**src/rtl/drop_controller.sv**
```systemverilog
// Times a drop against a latched 8.8 fall-time limit and reports DROP/COLD on a
// four-digit seven-segment display. All outputs are registered.
module drop_controller #(
  parameter int HOLD_CYCLES = 4
) (
  input  logic        clk,
  input  logic        rst_n,
  input  logic        valid_in,
  input  logic [15:0] t_lim,
  input  logic        drop_en,
  input  logic        tick,
  output logic        drop_activated,
  output logic        busy,
  output logic [15:0] t_act,
  output logic [6:0]  seg3,
  output logic [6:0]  seg2,
  output logic [6:0]  seg1,
  output logic [6:0]  seg0
);

  typedef enum logic [2:0] {
    IDLE  = 3'd0,
    ARMED = 3'd1,
    COUNT = 3'd2,
    DROP  = 3'd3,
    COLD  = 3'd4
  } state_t;

  localparam int HW = (HOLD_CYCLES > 1) ? $clog2(HOLD_CYCLES) : 1;
  localparam logic [HW-1:0] HOLD_LAST = HW'(HOLD_CYCLES - 1);

  localparam logic [6:0] G_D     = 7'h5E;
  localparam logic [6:0] G_R     = 7'h50;
  localparam logic [6:0] G_O     = 7'h3F;
  localparam logic [6:0] G_P     = 7'h73;
  localparam logic [6:0] G_C     = 7'h39;
  localparam logic [6:0] G_L     = 7'h38;
  localparam logic [6:0] G_BLANK = 7'h00;

  state_t        state_q, state_d;
  logic [15:0]   t_lim_q, t_lim_d;
  logic [15:0]   t_act_q, t_act_d;
  logic [HW-1:0] hold_q, hold_d;
  logic          drop_activated_q, drop_activated_d;
  logic          busy_q, busy_d;
  logic [6:0]    seg3_q, seg3_d, seg2_q, seg2_d, seg1_q, seg1_d, seg0_q, seg0_d;

  // Next-state, datapath and output decode
  always_comb begin
    state_d = state_q;
    t_lim_d = t_lim_q;
    t_act_d = t_act_q;
    hold_d  = hold_q;
    case (state_q)
      IDLE: begin
        if (valid_in) begin
          t_lim_d = t_lim;
          state_d = ARMED;
        end else begin
          state_d = IDLE;
        end
      end
      ARMED: begin
        if (valid_in) begin
          t_lim_d = t_lim;
        end else begin
          t_lim_d = t_lim_q;
        end
        if (drop_en) begin
          t_act_d = 16'h0000;
          state_d = COUNT;
        end else begin
          state_d = ARMED;
        end
      end
      COUNT: begin
        // Abort outranks a limit hit, which outranks a tick
        if (!drop_en) begin
          state_d = COLD;
          hold_d  = '0;
        end else if (t_act_q >= t_lim_q) begin
          state_d = DROP;
          hold_d  = '0;
        end else if (tick && (t_act_q != 16'hFFFF)) begin
          t_act_d = t_act_q + 16'h0001;
        end else begin
          t_act_d = t_act_q;
        end
      end
      DROP, COLD: begin
        if (hold_q == HOLD_LAST) begin
          state_d = IDLE;
          hold_d  = '0;
        end else begin
          hold_d  = hold_q + HW'(1);
        end
      end
      default: begin
        state_d = IDLE;
        hold_d  = '0;
      end
    endcase

    // Outputs follow the next state so they line up with the registered state
    drop_activated_d = (state_d == DROP);
    busy_d           = (state_d == ARMED) || (state_d == COUNT);
    case (state_d)
      DROP: begin
        seg3_d = G_D; seg2_d = G_R; seg1_d = G_O; seg0_d = G_P;
      end
      COLD: begin
        seg3_d = G_C; seg2_d = G_O; seg1_d = G_L; seg0_d = G_D;
      end
      default: begin
        seg3_d = G_BLANK; seg2_d = G_BLANK; seg1_d = G_BLANK; seg0_d = G_BLANK;
      end
    endcase
  end

  // State, datapath and output registers
  always_ff @(posedge clk or negedge rst_n) begin
    if (!rst_n) begin
      state_q          <= IDLE;
      t_lim_q          <= 16'h0000;
      t_act_q          <= 16'h0000;
      hold_q           <= '0;
      drop_activated_q <= 1'b0;
      busy_q           <= 1'b0;
      seg3_q           <= 7'h00;
      seg2_q           <= 7'h00;
      seg1_q           <= 7'h00;
      seg0_q           <= 7'h00;
    end else begin
      state_q          <= state_d;
      t_lim_q          <= t_lim_d;
      t_act_q          <= t_act_d;
      hold_q           <= hold_d;
      drop_activated_q <= drop_activated_d;
      busy_q           <= busy_d;
      seg3_q           <= seg3_d;
      seg2_q           <= seg2_d;
      seg1_q           <= seg1_d;
      seg0_q           <= seg0_d;
    end
  end

  assign drop_activated = drop_activated_q;
  assign busy           = busy_q;
  assign t_act          = t_act_q;
  assign seg3           = seg3_q;
  assign seg2           = seg2_q;
  assign seg1           = seg1_q;
  assign seg0           = seg0_q;

endmodule

```
**config.mk**
```make
export PLATFORM = sky130hd
export DESIGN_NAME = drop_controller
export DESIGN_NICKNAME = d
export VERILOG_FILES = /design/src/rtl/drop_controller.sv
export SDC_FILE = /design/constraint.sdc
export NUM_CORES = 1
export LEC_CHECK = 0
export ABC_AREA = 1
export CORE_UTILIZATION = 54
export CTS_CLUSTER_DIAMETER = 50
export DETAILED_ROUTE_END_ITERATION = 10
export PLACE_DENSITY = 0.86
export SYNTH_ARGS = -nofsm -noshare
export SYNTH_HDL_FRONTEND = slang
export SYNTH_SLANG_ARGS = --single-unit
```
**constraint.sdc**
```tcl
create_clock -name clk -period 2.9 [get_ports clk]
set_input_delay 0.725 -clock clk [delete_from_list [all_inputs] [get_ports clk]]
set_output_delay 0.725 -clock clk [all_outputs]
set_load 0.05 [all_outputs]
```
==> flow_summary.toml <==
[outcome]
status = "finished, final reports clean"

[cts]
cts_setup_buffers = 0
cts_buffers = 5
clkTransAtPathRegs_ns = 0.08
insertion_delay_ns = 0.30
cts-hold-fix-buffers = 0
clock_sinks = 42
post_cts_resized = 0
cts_buffer_depth = 2
cts-htree-levels = 2
cts_tree = "yes"
clock-root-buffer = "clkbuf_8"

[synth]
syn-num-nets = 391
syn_area_per_cell_um2 = 7.68
synth_cell_types = 29
synth_area_um2 = 2700
netlist_top_cells_area = "dfrtp_1 (39%), nand2_1 (12%), ha_1 (8.3%)"
ys_seq_area_share_pct = 38.9
synth_seq_cells = 42
synth_top_area_share_pct = 38.9
yosysTopAreaCell = "dfrtp_1"
yosys_warnings = 0
synthCells = 352

[routing]
via_per_inst = 5.06
drtIter0Drc = 168
wire_per_inst_um = 12.0
vias = 2339
first_pass_iters = 4
drc = 0
routed_wl_um = 5550
final_antenna_net_count = 0

[sta]
final.setup.tns_ns = 0
grt_setup_unrepaired = "no"
period_share_pct = 83.5
fin_crit_ns = 2.42
whs_ns = 0.488
finClkSkew_ns = 0.00557
fmax_mhz = 413
worstMarginPinSlew_ns = 0.898
setup_viol = 0
drv_slew = 0
relSlewSlack_pct = 40.2
hold_viol = 0

[critical_path]
critPathKind = "reg2out"
crit_required_ns = 2.17
worst_path_max_delay_cell = "clkdlybuf4s50_1"
cp_top_family = "buffers and inverters"
path_buf_inv = 1
reg2reg_depth = 11
cp-start-kind = "flop"
cp_max_fo = 8
path_cells = "clkdlybuf4s50_1"
cp_slowest_stage_delay_ns = 0.88
cp.arrival_ns = 1.70
end_kind = "output port"
cp.depth = 1

[power]
power.total_mw = 2.78
power_frac_seq_pct = 30.4
p_leak_nw = 1.62
power_frac_comb_pct = 52.9
power.density_nw_per_um2 = 836
intPower_mw = 1.47
p_switching_mw = 1.32
p_clk_share_pct = 16.7
vdd_drop_max_v = 0.000540
sw_frac_of_total_pct = 47.2

[floorplan]
io_pins = 67
die_w_um = 72.8
rows = 25
start_util_pct = 56.5
dieHeight_um = 72.8
core_area_um2 = 4790
dieArea_um2 = 5290

[placed_design]
dp.final_hpwl_um = 4210
gp_congestion = 0.831
place_area_um2 = 3220
placed_cells = 454
portBuffers = 65

[global_routing]
antenna_found_initial = 0
grt_pass1_vias = 2148
grt_pass1_wl_um = 9480
grt-ovfl-total = 0
groute.usage.overall_pct = 23.3
grt_max_degree = 43

[layout]
fin_nets = 433
fill_cells = 388
drive_gt1_share_pct = 6.08
stdcell_count = 462
n_antenna_cell = 0
fin_area_um2 = 3330
syn2layout_area_growth_pct = 23.3

[min_path]
hold-path-cell-count = 2
hold_class = "reg2reg"

[job]
max-cap-violations = 0
## cells by family (layout without fill, tap and decap cells)
kind of cell,Yosys count,count (layout),synth area share [%]
other,1,1,0.139
buffers and inverters,72,115,13.9
and+or+nand+nor,181,181,29.7
adders and majority gates,18,18,8.33
xor gates and xnor gates,13,13,4.21
muxes,1,1,0.416
DFF,42,42,38.9
AOI/OAI and AO/OA,24,24,4.49
## state kept, by name (all words and copies together), names as in the netlist
register / flops
hold_q: 2
t_lim_q: 16
drop_activated: 1
state_q: 3
t_act: 16
busy: 1
seg0: 3
## cell usage in the layout, fill, tap and decap left out, types with 2 or more instances in the layout
cell,n
clkbuf_8,5
nand4_1,4
nor2_4,2
nor3_2,2
nor2_2,2
inv_1,37
nand3_1,26
clkdlybuf4s50_1,64
nor2_1,50
nand3b_1,2
ha_1,18
dfrtp_1,42
buf_4,2
xor2_1,10
nor3_1,3
xnor2_1,3
inv_2,3
nand2_1,84
nand2_2,2
a21oi_1,22
## routing by layer
metal  vias up  wire (µm)  share of wire (%)  global-route usage [%]
li1       1165          -                  -                       -
met1      1087       2430                 44                    29.1
met2        76       2750                 50                    39.8
met3        11        257                4.6                    4.83
met4         0         99                1.8                    8.93
met5         -          0                  0                       0
## final timing paths
path | start | endpoint | slack, ns
max | t_act[2] | t_act[2] | 0.48
min | hold_q[1] | hold_q[1] | 0.49
max reg2reg | t_act[3] | t_act[2] | 0.72
min reg2reg | hold_q[1] | hold_q[1] | 0.49
max in group asynchronous | rst_n | t_act[8] | 1.80
min in group asynchronous | rst_n | t_lim_q[2] | 0.55
## synthesized netlist by cell type
cell,n
nand2_4,1
nor2_1,50
nor2_2,2
xor2_1,10
buf_1,3
o21ai_0,1
nand4_4,1
a21oi_1,22
o22ai_1,1
and2_1,1
dfrtp_1,42
clkbuf_1,2
nand2_1,84
inv_2,3
nand3b_1,2
conb_1,1
buf_6,1
nor3_1,3
mux2_2,1
ha_1,18
inv_1,37
nor3b_1,1
nor2_4,2
buf_4,26
nor3_2,2
xnor2_1,3
nand2_2,2
nand4_1,4
nand3_1,26
## per-stage QoR
stage	setup slack [ns]	utilization, %
2_1_floorplan	0.798	-
3_3_place_gp	0.711	67.3
3_5_place_dp	0.626	67.3
4_1_cts	0.479	69.6
5_1_grt	0.431	69.6
6_report	0.479	69.6
## power by group through the flow
stage | logic [mW] | registers [mW] | clock network, mW
floorplan | 1.09 | 0.952 | 0
global placement | 1.43 | 0.850 | 0
detailed placement | 1.48 | 0.861 | 0
CTS | 1.48 | 0.849 | 0.465
global route | 1.60 | 0.869 | 0.491
finish | 1.47 | 0.848 | 0.465
## final cells by class
class / instances / area, µm² / area share, %
multi-input cells: 238 / 1280 / 38.3
clock inverters: 2 / 37.5 / 1.13
clock buffers: 6 / 72.6 / 2.18
flip-flops and latches: 42 / 1050 / 31.5
well taps: 67 / 83.8 / 2.52
repair buffers: 67 / 661 / 19.8
inverters: 40 / 150 / 4.50
Power figures use the tool's default switching activity.
